**src/rtl/axi_rr_arb2.sv**
```systemverilog
// Two-to-one AXI4 arbiter: independent round-robin read and write arbitration with one
// outstanding transaction per direction; responses are routed by ownership, IDs pass through.
module axi_rr_arb2 #(
  parameter int unsigned AXI_DATA_WIDTH = 64,
  parameter int unsigned AXI_ADDR_WIDTH = 64,
  parameter int unsigned AXI_ID_WIDTH   = 4,
  localparam int unsigned AXI_STRB_WIDTH = AXI_DATA_WIDTH / 8
) (
  input  logic                      clk_i,
  input  logic                      rst_i,
  // Slave port 0
  input  logic [AXI_ID_WIDTH-1:0]   s0_axi_awid,
  input  logic [AXI_ADDR_WIDTH-1:0] s0_axi_awaddr,
  input  logic [7:0]                s0_axi_awlen,
  input  logic [2:0]                s0_axi_awsize,
  input  logic [1:0]                s0_axi_awburst,
  input  logic                      s0_axi_awlock,
  input  logic [3:0]                s0_axi_awcache,
  input  logic [2:0]                s0_axi_awprot,
  input  logic                      s0_axi_awvalid,
  output logic                      s0_axi_awready,
  input  logic [AXI_DATA_WIDTH-1:0] s0_axi_wdata,
  input  logic [AXI_STRB_WIDTH-1:0] s0_axi_wstrb,
  input  logic                      s0_axi_wlast,
  input  logic                      s0_axi_wvalid,
  output logic                      s0_axi_wready,
  output logic [AXI_ID_WIDTH-1:0]   s0_axi_bid,
  output logic [1:0]                s0_axi_bresp,
  output logic                      s0_axi_bvalid,
  input  logic                      s0_axi_bready,
  input  logic [AXI_ID_WIDTH-1:0]   s0_axi_arid,
  input  logic [AXI_ADDR_WIDTH-1:0] s0_axi_araddr,
  input  logic [7:0]                s0_axi_arlen,
  input  logic [2:0]                s0_axi_arsize,
  input  logic [1:0]                s0_axi_arburst,
  input  logic                      s0_axi_arlock,
  input  logic [3:0]                s0_axi_arcache,
  input  logic [2:0]                s0_axi_arprot,
  input  logic                      s0_axi_arvalid,
  output logic                      s0_axi_arready,
  output logic [AXI_ID_WIDTH-1:0]   s0_axi_rid,
  output logic [AXI_DATA_WIDTH-1:0] s0_axi_rdata,
  output logic [1:0]                s0_axi_rresp,
  output logic                      s0_axi_rlast,
  output logic                      s0_axi_rvalid,
  input  logic                      s0_axi_rready,
  // Slave port 1
  input  logic [AXI_ID_WIDTH-1:0]   s1_axi_awid,
  input  logic [AXI_ADDR_WIDTH-1:0] s1_axi_awaddr,
  input  logic [7:0]                s1_axi_awlen,
  input  logic [2:0]                s1_axi_awsize,
  input  logic [1:0]                s1_axi_awburst,
  input  logic                      s1_axi_awlock,
  input  logic [3:0]                s1_axi_awcache,
  input  logic [2:0]                s1_axi_awprot,
  input  logic                      s1_axi_awvalid,
  output logic                      s1_axi_awready,
  input  logic [AXI_DATA_WIDTH-1:0] s1_axi_wdata,
  input  logic [AXI_STRB_WIDTH-1:0] s1_axi_wstrb,
  input  logic                      s1_axi_wlast,
  input  logic                      s1_axi_wvalid,
  output logic                      s1_axi_wready,
  output logic [AXI_ID_WIDTH-1:0]   s1_axi_bid,
  output logic [1:0]                s1_axi_bresp,
  output logic                      s1_axi_bvalid,
  input  logic                      s1_axi_bready,
  input  logic [AXI_ID_WIDTH-1:0]   s1_axi_arid,
  input  logic [AXI_ADDR_WIDTH-1:0] s1_axi_araddr,
  input  logic [7:0]                s1_axi_arlen,
  input  logic [2:0]                s1_axi_arsize,
  input  logic [1:0]                s1_axi_arburst,
  input  logic                      s1_axi_arlock,
  input  logic [3:0]                s1_axi_arcache,
  input  logic [2:0]                s1_axi_arprot,
  input  logic                      s1_axi_arvalid,
  output logic                      s1_axi_arready,
  output logic [AXI_ID_WIDTH-1:0]   s1_axi_rid,
  output logic [AXI_DATA_WIDTH-1:0] s1_axi_rdata,
  output logic [1:0]                s1_axi_rresp,
  output logic                      s1_axi_rlast,
  output logic                      s1_axi_rvalid,
  input  logic                      s1_axi_rready,
  // Master port
  output logic [AXI_ID_WIDTH-1:0]   m_axi_awid,
  output logic [AXI_ADDR_WIDTH-1:0] m_axi_awaddr,
  output logic [7:0]                m_axi_awlen,
  output logic [2:0]                m_axi_awsize,
  output logic [1:0]                m_axi_awburst,
  output logic                      m_axi_awlock,
  output logic [3:0]                m_axi_awcache,
  output logic [2:0]                m_axi_awprot,
  output logic                      m_axi_awvalid,
  input  logic                      m_axi_awready,
  output logic [AXI_DATA_WIDTH-1:0] m_axi_wdata,
  output logic [AXI_STRB_WIDTH-1:0] m_axi_wstrb,
  output logic                      m_axi_wlast,
  output logic                      m_axi_wvalid,
  input  logic                      m_axi_wready,
  input  logic [AXI_ID_WIDTH-1:0]   m_axi_bid,
  input  logic [1:0]                m_axi_bresp,
  input  logic                      m_axi_bvalid,
  output logic                      m_axi_bready,
  output logic [AXI_ID_WIDTH-1:0]   m_axi_arid,
  output logic [AXI_ADDR_WIDTH-1:0] m_axi_araddr,
  output logic [7:0]                m_axi_arlen,
  output logic [2:0]                m_axi_arsize,
  output logic [1:0]                m_axi_arburst,
  output logic                      m_axi_arlock,
  output logic [3:0]                m_axi_arcache,
  output logic [2:0]                m_axi_arprot,
  output logic                      m_axi_arvalid,
  input  logic                      m_axi_arready,
  input  logic [AXI_ID_WIDTH-1:0]   m_axi_rid,
  input  logic [AXI_DATA_WIDTH-1:0] m_axi_rdata,
  input  logic [1:0]                m_axi_rresp,
  input  logic                      m_axi_rlast,
  input  logic                      m_axi_rvalid,
  output logic                      m_axi_rready,
  // Status
  output logic                      rd_owner_o,
  output logic                      rd_busy_o,
  output logic                      wr_owner_o,
  output logic                      wr_busy_o
);

  typedef enum logic [1:0] {RdIdle, RdAr, RdData} rd_state_e;
  typedef enum logic [1:0] {WrIdle, WrAw, WrData, WrResp} wr_state_e;

  rd_state_e rd_state_q, rd_state_d;
  wr_state_e wr_state_q, wr_state_d;
  logic      rd_owner_q, rd_owner_d, rd_last_q, rd_last_d;
  logic      wr_owner_q, wr_owner_d, wr_last_q, wr_last_d;

  // Last-owner pointers reset to 1 so port 0 wins the first tie.
  always_ff @(posedge clk_i or posedge rst_i) begin
    if (rst_i) begin
      rd_state_q <= RdIdle;
      rd_owner_q <= 1'b0;
      rd_last_q  <= 1'b1;
      wr_state_q <= WrIdle;
      wr_owner_q <= 1'b0;
      wr_last_q  <= 1'b1;
    end else begin
      rd_state_q <= rd_state_d;
      rd_owner_q <= rd_owner_d;
      rd_last_q  <= rd_last_d;
      wr_state_q <= wr_state_d;
      wr_owner_q <= wr_owner_d;
      wr_last_q  <= wr_last_d;
    end
  end

  always_comb begin
    rd_state_d = rd_state_q;
    rd_owner_d = rd_owner_q;
    rd_last_d  = rd_last_q;
    unique case (rd_state_q)
      RdIdle: begin
        if (s0_axi_arvalid || s1_axi_arvalid) begin
          rd_owner_d = (s0_axi_arvalid && s1_axi_arvalid) ? ~rd_last_q : s1_axi_arvalid;
          rd_last_d  = rd_owner_d;
          rd_state_d = RdAr;
        end
      end
      RdAr:   if (m_axi_arvalid && m_axi_arready) rd_state_d = RdData;
      RdData: if (m_axi_rvalid && m_axi_rready && m_axi_rlast) rd_state_d = RdIdle;
      default: rd_state_d = RdIdle;
    endcase
  end

  always_comb begin
    wr_state_d = wr_state_q;
    wr_owner_d = wr_owner_q;
    wr_last_d  = wr_last_q;
    unique case (wr_state_q)
      WrIdle: begin
        if (s0_axi_awvalid || s1_axi_awvalid) begin
          wr_owner_d = (s0_axi_awvalid && s1_axi_awvalid) ? ~wr_last_q : s1_axi_awvalid;
          wr_last_d  = wr_owner_d;
          wr_state_d = WrAw;
        end
      end
      WrAw:   if (m_axi_awvalid && m_axi_awready) wr_state_d = WrData;
      WrData: if (m_axi_wvalid && m_axi_wready && m_axi_wlast) wr_state_d = WrResp;
      WrResp: if (m_axi_bvalid && m_axi_bready) wr_state_d = WrIdle;
      default: wr_state_d = WrIdle;
    endcase
  end

  logic ar_en, r_en, aw_en, w_en, b_en;
  assign ar_en = (rd_state_q == RdAr);
  assign r_en  = (rd_state_q == RdData);
  assign aw_en = (wr_state_q == WrAw);
  assign w_en  = (wr_state_q == WrData);
  assign b_en  = (wr_state_q == WrResp);

  // Read address: payload always muxed, handshake gated by state and owner.
  assign m_axi_arid     = rd_owner_q ? s1_axi_arid    : s0_axi_arid;
  assign m_axi_araddr   = rd_owner_q ? s1_axi_araddr  : s0_axi_araddr;
  assign m_axi_arlen    = rd_owner_q ? s1_axi_arlen   : s0_axi_arlen;
  assign m_axi_arsize   = rd_owner_q ? s1_axi_arsize  : s0_axi_arsize;
  assign m_axi_arburst  = rd_owner_q ? s1_axi_arburst : s0_axi_arburst;
  assign m_axi_arlock   = rd_owner_q ? s1_axi_arlock  : s0_axi_arlock;
  assign m_axi_arcache  = rd_owner_q ? s1_axi_arcache : s0_axi_arcache;
  assign m_axi_arprot   = rd_owner_q ? s1_axi_arprot  : s0_axi_arprot;
  assign m_axi_arvalid  = ar_en && (rd_owner_q ? s1_axi_arvalid : s0_axi_arvalid);
  assign s0_axi_arready = ar_en && !rd_owner_q && m_axi_arready;
  assign s1_axi_arready = ar_en &&  rd_owner_q && m_axi_arready;

  assign s0_axi_rid     = m_axi_rid;
  assign s0_axi_rdata   = m_axi_rdata;
  assign s0_axi_rresp   = m_axi_rresp;
  assign s0_axi_rlast   = m_axi_rlast;
  assign s1_axi_rid     = m_axi_rid;
  assign s1_axi_rdata   = m_axi_rdata;
  assign s1_axi_rresp   = m_axi_rresp;
  assign s1_axi_rlast   = m_axi_rlast;
  assign s0_axi_rvalid  = r_en && !rd_owner_q && m_axi_rvalid;
  assign s1_axi_rvalid  = r_en &&  rd_owner_q && m_axi_rvalid;
  assign m_axi_rready   = r_en && (rd_owner_q ? s1_axi_rready : s0_axi_rready);

  assign m_axi_awid     = wr_owner_q ? s1_axi_awid    : s0_axi_awid;
  assign m_axi_awaddr   = wr_owner_q ? s1_axi_awaddr  : s0_axi_awaddr;
  assign m_axi_awlen    = wr_owner_q ? s1_axi_awlen   : s0_axi_awlen;
  assign m_axi_awsize   = wr_owner_q ? s1_axi_awsize  : s0_axi_awsize;
  assign m_axi_awburst  = wr_owner_q ? s1_axi_awburst : s0_axi_awburst;
  assign m_axi_awlock   = wr_owner_q ? s1_axi_awlock  : s0_axi_awlock;
  assign m_axi_awcache  = wr_owner_q ? s1_axi_awcache : s0_axi_awcache;
  assign m_axi_awprot   = wr_owner_q ? s1_axi_awprot  : s0_axi_awprot;
  assign m_axi_awvalid  = aw_en && (wr_owner_q ? s1_axi_awvalid : s0_axi_awvalid);
  assign s0_axi_awready = aw_en && !wr_owner_q && m_axi_awready;
  assign s1_axi_awready = aw_en &&  wr_owner_q && m_axi_awready;

  // W is only opened after the AW handshake, so early write data is held off.
  assign m_axi_wdata    = wr_owner_q ? s1_axi_wdata : s0_axi_wdata;
  assign m_axi_wstrb    = wr_owner_q ? s1_axi_wstrb : s0_axi_wstrb;
  assign m_axi_wlast    = wr_owner_q ? s1_axi_wlast : s0_axi_wlast;
  assign m_axi_wvalid   = w_en && (wr_owner_q ? s1_axi_wvalid : s0_axi_wvalid);
  assign s0_axi_wready  = w_en && !wr_owner_q && m_axi_wready;
  assign s1_axi_wready  = w_en &&  wr_owner_q && m_axi_wready;

  assign s0_axi_bid     = m_axi_bid;
  assign s0_axi_bresp   = m_axi_bresp;
  assign s1_axi_bid     = m_axi_bid;
  assign s1_axi_bresp   = m_axi_bresp;
  assign s0_axi_bvalid  = b_en && !wr_owner_q && m_axi_bvalid;
  assign s1_axi_bvalid  = b_en &&  wr_owner_q && m_axi_bvalid;
  assign m_axi_bready   = b_en && (wr_owner_q ? s1_axi_bready : s0_axi_bready);

  assign rd_owner_o = rd_owner_q;
  assign rd_busy_o  = (rd_state_q != RdIdle);
  assign wr_owner_o = wr_owner_q;
  assign wr_busy_o  = (wr_state_q != WrIdle);

endmodule

```
**config.mk**
```make
export PLATFORM = sky130hd
export DESIGN_NAME = axi_rr_arb2
export DESIGN_NICKNAME = d
export VERILOG_FILES = /design/src/rtl/axi_rr_arb2.sv
export SDC_FILE = /design/constraint.sdc
export NUM_CORES = 1
export LEC_CHECK = 0
export BUFFER_PORTS_ARGS = -buffer_cell sky130_fd_sc_hd__buf_4
export CAP_MARGIN = 20
export CORE_AREA = 2 2 392 394
export DETAILED_ROUTE_END_ITERATION = 6
export DIE_AREA = 0 0 394 396
export PLACE_DENSITY = 0.3
export SETUP_SLACK_MARGIN = 0.4
export SLEW_MARGIN = 20
export SYNTH_ARGS = -nofsm -noshare
export SYNTH_HDL_FRONTEND = slang
export SYNTH_SLANG_ARGS = --single-unit
```
**constraint.sdc**
```tcl
create_clock -name clk_i -period 1.8 [get_ports clk_i]
set_input_delay 0.36 -clock clk_i [delete_from_list [all_inputs] [get_ports clk_i]]
set_output_delay 0.36 -clock clk_i [all_outputs]
set_load 0.005 [all_outputs]
```
## Yosys cells after proc, flatten, opt, wreduce, memory -nomap -nowiden

Index checks and enable logic that the tools add are counted.

- Register bits: 8
- Input port bits: 596
- Output and inout bits: 424
- Word-level logic and storage cells: 101

- Equal/unequal tests: 12
- Multiplexer cells: 35
- Bitwise gates (word level): 2
- Reductions and logical operators: 46

Operators with widths:

| kind | count |
|---|---|
| $mux W64 | 3 |
| $logic_and A1 B1 Y1 | 34 |
| $mux W8 | 3 |
| $mux W2 | 9 |
| $mux W4 | 4 |
| $mux W3 | 4 |
| $mux W1 | 10 |
| $ne A2 B1 Y1 const B | 5 |
| $pmux W2 S4 | 1 |
| $eq A2 B2 Y1 const B | 3 |
| $pmux W2 S3 | 1 |
| $eq A2 B1 Y1 const B | 2 |
| $logic_not A2 Y1 | 2 |
| $ne A2 B2 Y1 const B | 2 |
| $reduce_and A2 Y1 | 2 |
| $reduce_and A4 Y1 | 1 |
| $reduce_bool A2 Y1 | 2 |
| $reduce_and A3 Y1 | 1 |
| $logic_not A1 Y1 | 2 |
| $logic_or A1 B1 Y1 | 2 |
| $not A1 Y1 | 2 |

## Logic depth before layout (Yosys ltp)

Gate-level depths: netlist of run 1.

- Depth in word-level cells: 6
- Gate-level depth with buffers: 6
- Gate-level depth less buffers: 6

## Worst setup path after synthesis of run 1

OpenSTA, ideal clock, no wires.

- Path type: register to output
- From: register rd_owner_q, in the netlist rd_owner_o
- To: output port m_axi_araddr[22]
- Arrival time: 1.302 ns
- Data required time: 1.440 ns
- Slack: 0.138 ns
- Cell stages (with the launch flop): 5
- Buffers on the path: 3
- Cell sequence: dfrtp_1 > clkbuf_1 > buf_2 > buf_2 > mux2_2

- Longest elaborated chain between the ends: 1

RTL lines:

| what | line | RTL |
|---|---|---|
| start, declared | 131 | `logic rd_owner_q, rd_owner_d, rd_last_q, rd_last_d;` |
| start signal, assigned | 145 | `rd_owner_q <= rd_owner_d;` |
| $mux W64 | 199 | `assign m_axi_araddr = rd_owner_q ? s1_axi_araddr : s0_axi_araddr;` |
| end, declared | 104 | `output logic [AXI_ADDR_WIDTH-1:0] m_axi_araddr,` |

No other way between the ends.

## Final worst setup path of run 1

- From: register wr_owner_q, in the netlist wr_owner_o
- To: output port m_axi_awlen[5]

- Longest elaborated chain between the ends: 1

RTL lines:

| what | line | RTL |
|---|---|---|
| start, declared | 132 | `logic wr_owner_q, wr_owner_d, wr_last_q, wr_last_d;` |
| start signal, assigned | 148 | `wr_owner_q <= wr_owner_d;` |
| $mux W8 | 224 | `assign m_axi_awlen = wr_owner_q ? s1_axi_awlen : s0_axi_awlen;` |
| end, declared | 86 | `output logic [7:0] m_axi_awlen,` |

No other way between the ends.

==> flow_summary.json, run 1 <==
{
  "status": "finished with violations",
  "violations": "negative setup slack",
  "cts.sinks": 8,
  "synthMostInstantiatedCell": "mux2_2",
  "wl_um": 76700,
  "vias": 6966,
  "area_delta_synth_final_pct": 198,
  "antenna_found_initial": 78,
  "wire_per_inst_um": 23.7,
  "track_usage_pct": 9.26,
  "synth_top_area_cell": "mux2_2",
  "yosys-top-cells-count": "250 x mux2_2, 154 x buf_4, 22 x buf_2, 12 x nor2_1",
  "slowest_delay_ps": 530,
  "ys_warn_count": 0,
  "rsz0062_at_grt": "yes",
  "final_area_um2": 14200,
  "dieArea_um2": 156000,
  "cts_hold_buf": 0,
  "hp-class": "input pin to async pin",
  "post-place-ws_ps": -78.8,
  "async_flop_share_pct": 100,
  "grt_first_pass_wirelength_um": 91200,
  "synthFlopType": "dfrtp_1",
  "cts_tree": "done",
  "seq_area_um2": 214,
  "num-fill-cells": 17661,
  "fin_nets": 1795,
  "place_area_um2": 12800,
  "instances_no_fill": 3233,
  "hpwl_um": 71600,
  "viasPerCell": 2.15,
  "syn-num-nets": 1110,
  "leakagePower_nw": 6.47,
  "max_slew_margin_pct": 68.5,
  "ys_seq_area_share_pct": 4.25,
  "ant_nets": 0,
  "maxCapViolCount": 0,
  "synth_edf_count": 0,
  "die_h_um": 396,
  "die_w_um": 394,
  "crit_top_cell": "buf_12",
  "worstSetupPathType": "flop to primary output",
  "maxSlewViolCount": 0,
  "p_per_area_nw_per_um2": 1020,
  "core_region_area_um2": 152000,
  "postLayoutCoreUtil_pct": 9.37,
  "postSynthAreaPerCell_um2": 9.37,
  "end_kind": "primary output",
  "r2r_slack_ps": -80,
  "hold_viol": 0,
  "fin_crit_ps": 2030,
  "fmax_ghz": 0.492,
  "synth-seq-cells": 8,
  "grt_pass1_vias": 7292,
  "cp_cell_sequence": "buf_12 > buf_12 > mux2_4 > buf_4",
  "arrival_ps": 1670,
  "port_buffers": 791,
  "syn_inst": 509,
  "drtIter0Drc": 252,
  "setup_viol": 261,
  "place_congestion": 0.813,
  "synth_area_um2": 4770,
  "ir_worst_vdd_uv": 435,
  "insertion_delay_ps": 240,
  "period_share_pct": 113,
  "cts_buffers": 3,
  "crit_required_ps": 1440,
  "clock_skew_ps": 0.398,
  "worstPathMaxFanout": 13,
  "dr.pass1.iters": 4,
  "cts-root-buf": "clkbuf_16",
  "clkTransAtPathRegs_ps": 40,
  "power_w": 0.0145,
  "cts.htree.levels": 1,
  "synth_cell_types": 33,
  "start_util_pct": 3.15,
  "rows": 143,
  "place_inst": 3179,
  "synth.area.top_cells": "mux2_2 59%, buf_4 24%, dfrtp_1 3.1%",
  "tightestPinTransition_ps": 473,
  "post-synth-top-area-fraction_pct": 59.0,
  "drc_errors": 0,
  "cp_slowest_cell": "dfrtp_4",
  "critPathLaunchType": "flop",
  "cts_buffer_depth": 2,
  "ios": 1020,
  "grt_max_degree": 25,
  "multi_input_area_um2": 3990,
  "finalWorstSetupSlack_ps": -232,
  "layout-drive-gt1-share_pct": 96.6,
  "gr-total-overflow": 0
}
==> state kept, by name (all words and copies together) (netlist names) <==
register / count
rd_last_q: 1
rd_owner_o: 1
rd_state_q: 2
wr_last_q: 1
wr_owner_o: 1
wr_state_q: 2
==> power by group <==
part	switching (W)	internal [W]
Combinational	0.00513	0.00847
Sequential	0.000179	0.000315
Clock	0.000108	0.000288
==> final timing paths <==
kind / start / endpoint / depth (start not counted)
worst max-delay path: wr_owner_o / m_axi_awlen[5] / 4
worst min-delay path: rst_i / rd_state_q[0] / 2
worst max register to register: wr_owner_o / wr_state_q[1] / 5
worst min register to register: rd_last_q / rd_last_q / 2
max in group asynchronous: rst_i / wr_owner_o / 2
min in group clk_i: s0_axi_awvalid / wr_last_q / 2
==> final cells by class <==
class | instances | area share, %
clock buffers | 3 | 0.529
inverters | 9 | 0.326
diodes | 11 | 0.194
well taps | 2030 | 17.9
flip-flops and latches | 8 | 1.51
repair buffers | 864 | 51.5
multi-input cells | 308 | 28.1
==> metal layers <==
layer | global-route usage (%) | wire, um | up-vias | part of all wire, %
li1 | - | - | 3021 | -
met1 | 11.8 | 32800 | 3155 | 43
met2 | 15.8 | 36700 | 652 | 48
met3 | 2.52 | 5670 | 132 | 7.4
met4 | 1.31 | 1450 | 6 | 1.9
met5 | 0 | 41 | - | 0.053
==> critical path: cells and delay by family, from the launching register on <==
family | cells | cell delay, ps
buffers and inverters | 3 | 500
DFF | 1 | 530
muxes | 1 | 350
==> logic make-up (layout without fill, tap and decap cells) <==
kind of cell,Yosys count,count (layout),synth area share [%]
other cells,0,11,0
flops,8,8,4.25
mux,258,258,60.9
buf+inv,193,876,28.0
simple gates,32,32,3.10
compound gates,13,13,2.41
fa+ha+maj,5,5,1.31
==> layout by cell type, fill, tap and decap left out, types with 2 or more instances in the layout <==
master | netlist | routed
diode_2 | 0 | 11
a21oi_1 | 3 | 3
mux2_4 | 1 | 164
and2_1 | 2 | 2
dfrtp_4 | 0 | 2
nand2b_1 | 3 | 2
ha_4 | 0 | 3
clkbuf_16 | 0 | 8
nand2_4 | 0 | 2
buf_8 | 0 | 4
nand2_1 | 9 | 6
buf_16 | 0 | 10
buf_4 | 154 | 734
nor2_1 | 12 | 6
inv_1 | 9 | 5
mux2i_1 | 4 | 3
dfstp_2 | 2 | 2
dfrtp_2 | 0 | 3
buf_6 | 1 | 101
nor2_4 | 0 | 5
inv_4 | 0 | 3
buf_12 | 0 | 10
ha_1 | 5 | 2
mux2_2 | 250 | 89
==> timing repair <==
action	in CTS	in global routing
pin swaps	7	4
gates cloned	5	5
resized for setup	110	85
endpoints found under the setup margin	273	273
buffers inserted	20	10
==> through the flow <==
step	TNS (ps)	hold WS [ps]
6_report	-36890	136
5_1_grt	-46560	185
4_1_cts	-38020	172
3_5_place_dp	-196	439
3_3_place_gp	-173	448
2_1_floorplan	0	174
(Power assumes the default switching activity.)
==> run 2, diff against run 1 <==
--- a/config.mk
+++ b/config.mk
@@ -12,7 +12,7 @@
 export DIE_AREA = 0 0 394 396
 export PLACE_DENSITY = 0.3
 export SETUP_SLACK_MARGIN = 0.4
-export SLEW_MARGIN = 20
+export SLEW_MARGIN = 10
 export SYNTH_ARGS = -nofsm -noshare
 export SYNTH_HDL_FRONTEND = slang
 export SYNTH_SLANG_ARGS = --single-unit
==> constraint.sdc (replaced) <==
create_clock -name clk_i -period 2.1 [get_ports clk_i]
set_input_delay 0.42 -clock clk_i [delete_from_list [all_inputs] [get_ports clk_i]]
set_output_delay 0.42 -clock clk_i [all_outputs]
set_load 0.005 [all_outputs]
==> run 2 against run 1 <==
Compared with the run above:
- the flow still finishes with violations (negative setup slack)
- sequential power is 24% lower
- global-route usage is 2.5 points higher
- register-to-register slack better by 240 ps
- clock skew hardly changed
- final area is 1.6% lower
- sequential cell count stayed put
- clock power is 13% lower
- sequential share of layout area hardly changed
- critical endpoint is now m_axi_wdata[26]
==> flow_summary.json, run 2 (synthesis results as in run 1) <==
{
  "leakagePower_nw": 6.21,
  "final_area_um2": 14000,
  "ir_worst_vdd_uv": 412,
  "fin_nets": 1773,
  "ant_nets": 0,
  "track_usage_pct": 11.8,
  "p_per_area_nw_per_um2": 935,
  "gr-total-overflow": 0,
  "die_w_um": 394,
  "core_region_area_um2": 152000,
  "antenna_found_initial": 91,
  "reg2regPathDepth": 6,
  "grt_max_degree": 42,
  "arrival_ps": 1710,
  "tns_ps": -202,
  "cts.htree.levels": 1,
  "finalWorstSetupSlack_ps": -27.3,
  "grt_use_met1_pct": 12.5,
  "grt-busiest-layer": "met2",
  "port_buffers": 791,
  "crit_top_cell": "buf_12",
  "maxSlewViolCount": 0,
  "use_met2_pct": 21.6,
  "setup_viol": 17,
  "area_delta_synth_final_pct": 193,
  "cts-root-buf": "clkbuf_16",
  "drtIter0Drc": 250,
  "viasPerCell": 2.21,
  "status": "finished with violations",
  "insertion_delay_ps": 240,
  "grt.met3_usage_pct": 6.02,
  "worstSetupPathType": "flop to primary output",
  "period_share_pct": 101,
  "max_slew_margin_pct": 65.0,
  "clock_skew_ps": 0.450,
  "clkTransAtPathRegs_ps": 40,
  "grt_pass1_vias": 7407,
  "holdWs_ps": 219,
  "wl_um": 97200,
  "timing.rr.end": "wr_state_q[1]",
  "final_cell_mix": "667 x buf_4, 138 x buf_6, 137 x mux2_2",
  "cts_hold_buf": 0,
  "worstPathMaxFanout": 13,
  "wire_per_inst_um": 30.3,
  "cts.sinks": 8,
  "post-place-ws_ps": 59.3,
  "fmax_ghz": 0.470,
  "hold_viol": 0,
  "layout-drive-gt1-share_pct": 96.0,
  "final_common_cell": "buf_4",
  "tightestPinTransition_ps": 524,
  "ios": 1020,
  "die_h_um": 396,
  "crit_required_ps": 1680,
  "rows": 143,
  "top_regs": "rd_state_q: 2 flops, wr_state_q: 2 flops",
  "cts_buffer_depth": 2,
  "violations": "negative setup slack",
  "drc_errors": 0,
  "hpwl_um": 90700,
  "rsz0062_at_grt": "yes",
  "worstReg2RegStart": "wr_owner_o",
  "grt_first_pass_wirelength_um": 114000,
  "cts_buffers": 3,
  "place_area_um2": 12200,
  "dr.pass1.iters": 4,
  "dieArea_um2": 156000,
  "vias": 7090,
  "end_kind": "primary output",
  "cts_tree": "done",
  "hp-class": "input pin to async pin",
  "maxCapViolCount": 0,
  "cp_cell_sequence": "buf_12 > buf_16 > buf_12 > mux2_4 > buf_6",
  "r2r_slack_ps": 160,
  "critPathLaunchType": "flop",
  "place_congestion": 0.880,
  "slowest_delay_ps": 480,
  "fin_crit_ps": 2130,
  "cp_slowest_cell": "dfrtp_4",
  "start_util_pct": 3.15
}
==> run 2: power breakdown <==
group	internal (W)	total (W)	switching (W)
logic	0.00710	0.0123	0.00524
clock network	0.000248	0.000344	0.0000965
registers	0.000268	0.000375	0.000108
total	0.00762	0.0131	0.00545
==> run 2: worst max-delay path by stage <==
stage	cells after the start	slack, ps	endpoint	start
after floorplan	4	380	m_axi_araddr[22]	rd_owner_o
after global placement	4	70	m_axi_awlen[0]	wr_owner_o
after detailed placement	4	60	m_axi_awlen[0]	wr_owner_o
after CTS	3	-60	m_axi_awlock	wr_owner_o
after global routing	5	-60	m_axi_awlen[0]	wr_owner_o
final	5	-30	m_axi_wdata[26]	wr_owner_o
==> run 2: final cells by class <==
cell class	instances	area (um^2)
antenna	10	25.0
clock buffer	3	75.1
fill	17753	138000
inverter	9	33.8
multi-input combinational	308	3740
sequential	8	213
tap	2030	2540
timing repair buffer	842	7350
==> run 2: repair_timing <==
| item | 4_1_cts | 5_1_grt |
|---|---|---|
| gates cloned | 8 | 2 |
| gates resized for setup | 173 | 152 |
| buffers inserted | 17 | 4 |
| setup endpoints to repair | 270 | 271 |
| pin swaps | 0 | 3 |
==> run 2: routing by layer <==
layer | vias to the layer above | share of wire, %
met3 | 149 | 12
met5 | - | 0.033
met2 | 713 | 51
met1 | 3245 | 36
met4 | 6 | 1.4
li1 | 2977 | -
==> run 2: worst max-delay path: cells and delay by family (launching register included) <==
kind                   cells  cell delay, ps
buffers and inverters      4             620
flip-flops                 1             480
multiplexers               1             320
==> run 2: per-stage QoR <==
step,cells,utilization [%],total power (W)
floorplan,509,-,0.00425
global placement,3166,8.05,0.0101
detailed placement,3166,8.05,0.00999
CTS,3194,8.76,0.0124
global route,3200,9.21,0.0139
finish,3210,9.22,0.0131
==> run 3, diff against run 2 <==
==> constraint.sdc (replaced) <==
create_clock -name clk_i -period 2.1 [get_ports clk_i]
set_input_delay 0.315 -clock clk_i [delete_from_list [all_inputs] [get_ports clk_i]]
set_output_delay 0.315 -clock clk_i [all_outputs]
set_load 0.005 [all_outputs]
==> run 3 against run 2 <==
Compared with the run above:
- the run now ends clean
- sequential power about the same
- count of clock-buffer cells in the layout stayed put
- cell count up 0.40%
- largest power group unchanged
- global-route usage grew 0.54 points
==> flow_summary.json, run 3 (synthesis results as in run 1) <==
{
  "place_inst": 3165,
  "seq_area_um2": 213,
  "ios": 1020,
  "end_kind": "primary output",
  "place_congestion": 0.934,
  "maxSlewViolCount": 0,
  "dieArea_um2": 156000,
  "maxCapViolCount": 0,
  "setup_viol": 0,
  "timing.rr.end": "wr_state_q[1]",
  "cts_buffer_depth": 2,
  "final_cell_mix": "720 x buf_4, 209 x mux2_2, 87 x buf_6",
  "worstReg2RegStart": "wr_owner_o",
  "clkTransAtPathRegs_ps": 40,
  "clock_skew_ps": 0.337,
  "worstSetupPathType": "flop to primary output",
  "cts-root-buf": "clkbuf_16",
  "drtIter0Drc": 294,
  "port_buffers": 791,
  "critPathLaunchType": "flop",
  "vias": 7265,
  "worstPathMaxFanout": 7,
  "gr-total-overflow": 0,
  "cts.htree.levels": 1,
  "finalWorstSetupSlack_ps": 22.4,
  "leakagePower_nw": 5.99,
  "insertion_delay_ps": 240,
  "layout-drive-gt1-share_pct": 96.4,
  "ant_nets": 0,
  "die_w_um": 394,
  "antenna_found_initial": 108,
  "rsz0062_at_grt": "yes",
  "rows": 143,
  "track_usage_pct": 12.3,
  "instances_no_fill": 3223,
  "fin_crit_ps": 2080,
  "arrival_ps": 1760,
  "status": "completed",
  "multi_input_area_um2": 3510,
  "grt_max_degree": 40,
  "hold_viol": 0,
  "ir_worst_vdd_uv": 392,
  "crit_start": "wr_owner_o",
  "fin_nets": 1785,
  "cts_tree": "done",
  "post-place-ws_ps": 65.0,
  "num-fill-cells": 17694,
  "cts.sinks": 8,
  "top_regs": "rd_state_q: 2 flops, wr_state_q: 2 flops",
  "hp-class": "input pin to async pin",
  "grt_pass1_vias": 7482,
  "tns_ps": 0,
  "cts_buffers": 3,
  "postLayoutCoreUtil_pct": 9.14,
  "fmax_ghz": 0.481,
  "area_delta_synth_final_pct": 190,
  "tightestPinTransition_ps": 556,
  "final_common_cell": "buf_4",
  "reg2regPathDepth": 6,
  "core_region_area_um2": 152000,
  "holdWs_ps": 97.1,
  "hpwl_um": 94600,
  "drc_errors": 0,
  "start_util_pct": 3.15,
  "crit_required_ps": 1780,
  "wl_um": 101000,
  "max_slew_margin_pct": 62.8,
  "p_per_area_nw_per_um2": 945,
  "dr.pass1.iters": 4,
  "wire_per_inst_um": 31.4,
  "die_h_um": 396,
  "period_share_pct": 98.9,
  "viasPerCell": 2.25,
  "r2r_slack_ps": 160,
  "grt_first_pass_wirelength_um": 118000
}
==> run 3: changes by cell type in the layout (fill, tap and decap cells not counted), sizes merged <==
| cell | previous run | this run |
|---|---|---|
| clkinv | 0 | 1 |
| diode | 10 | 11 |
| inv | 9 | 8 |
| buf | 840 | 852 |
==> run 3: report_power, final <==
group / internal (W) / switching [W] / leakage (nW)
Combinational: 0.00721 / 0.00517 / 5.86
Sequential: 0.000268 / 0.000104 / 0.0885
Clock: 0.000247 / 0.0000904 / 0.0370
Total: 0.00773 / 0.00536 / 5.99
==> run 3: routing by layer <==
metal	share of wire, %	wire length, um	track usage, %	vias to the layer above
met5	0.090	91	0	-
met4	1.1	1130	0.547	12
met1	38	38600	13.9	3342
li1	-	-	-	3001
met3	11	10800	5.38	149
met2	50	50500	22.3	761
==> run 3: repair_timing <==
action | CTS | global route
hold buffers | 0 | 0
setup buffers | 23 | 5
endpoints found under the setup margin | 266 | 266
gates resized for setup | 151 | 64
gates cloned | 14 | 2
pin swaps | 1 | 6
==> run 3: how the worst max path moves through the flow <==
stage	endpoint	slack, ps	cells after the start
after floorplan	m_axi_araddr[22]	480	4
after global placement	m_axi_wstrb[0]	80	4
after detailed placement	m_axi_wstrb[6]	70	4
after CTS	m_axi_awid[0]	10	6
after global routing	m_axi_awid[0]	7	6
final	m_axi_wstrb[2]	20	6
==> run 3: worst max-delay path, cell delays in order, from the launching register on <==
cell	delay, ps
dfrtp_4	490
buf_12	160
buf_12	130
buf_16	130
buf_8	130
mux2_4	330
buf_6	130
==> run 3: stage by stage <==
step / instance area [um^2] / power [W]
2_1_floorplan: 4770 / 0.00425
3_3_place_gp: 12200 / 0.00998
3_5_place_dp: 12200 / 0.00992
4_1_cts: 13500 / 0.0129
5_1_grt: 13800 / 0.0139
6_report: 13800 / 0.0131
==> run 3: area by class of cell <==
cell class	instances	share of cell area, %
antenna	11	0.199
clock buffer	3	0.542
inverter	9	0.352
multi-input combinational	308	25.3
sequential	8	1.54
tap	2030	18.3
timing repair buffer	854	53.7
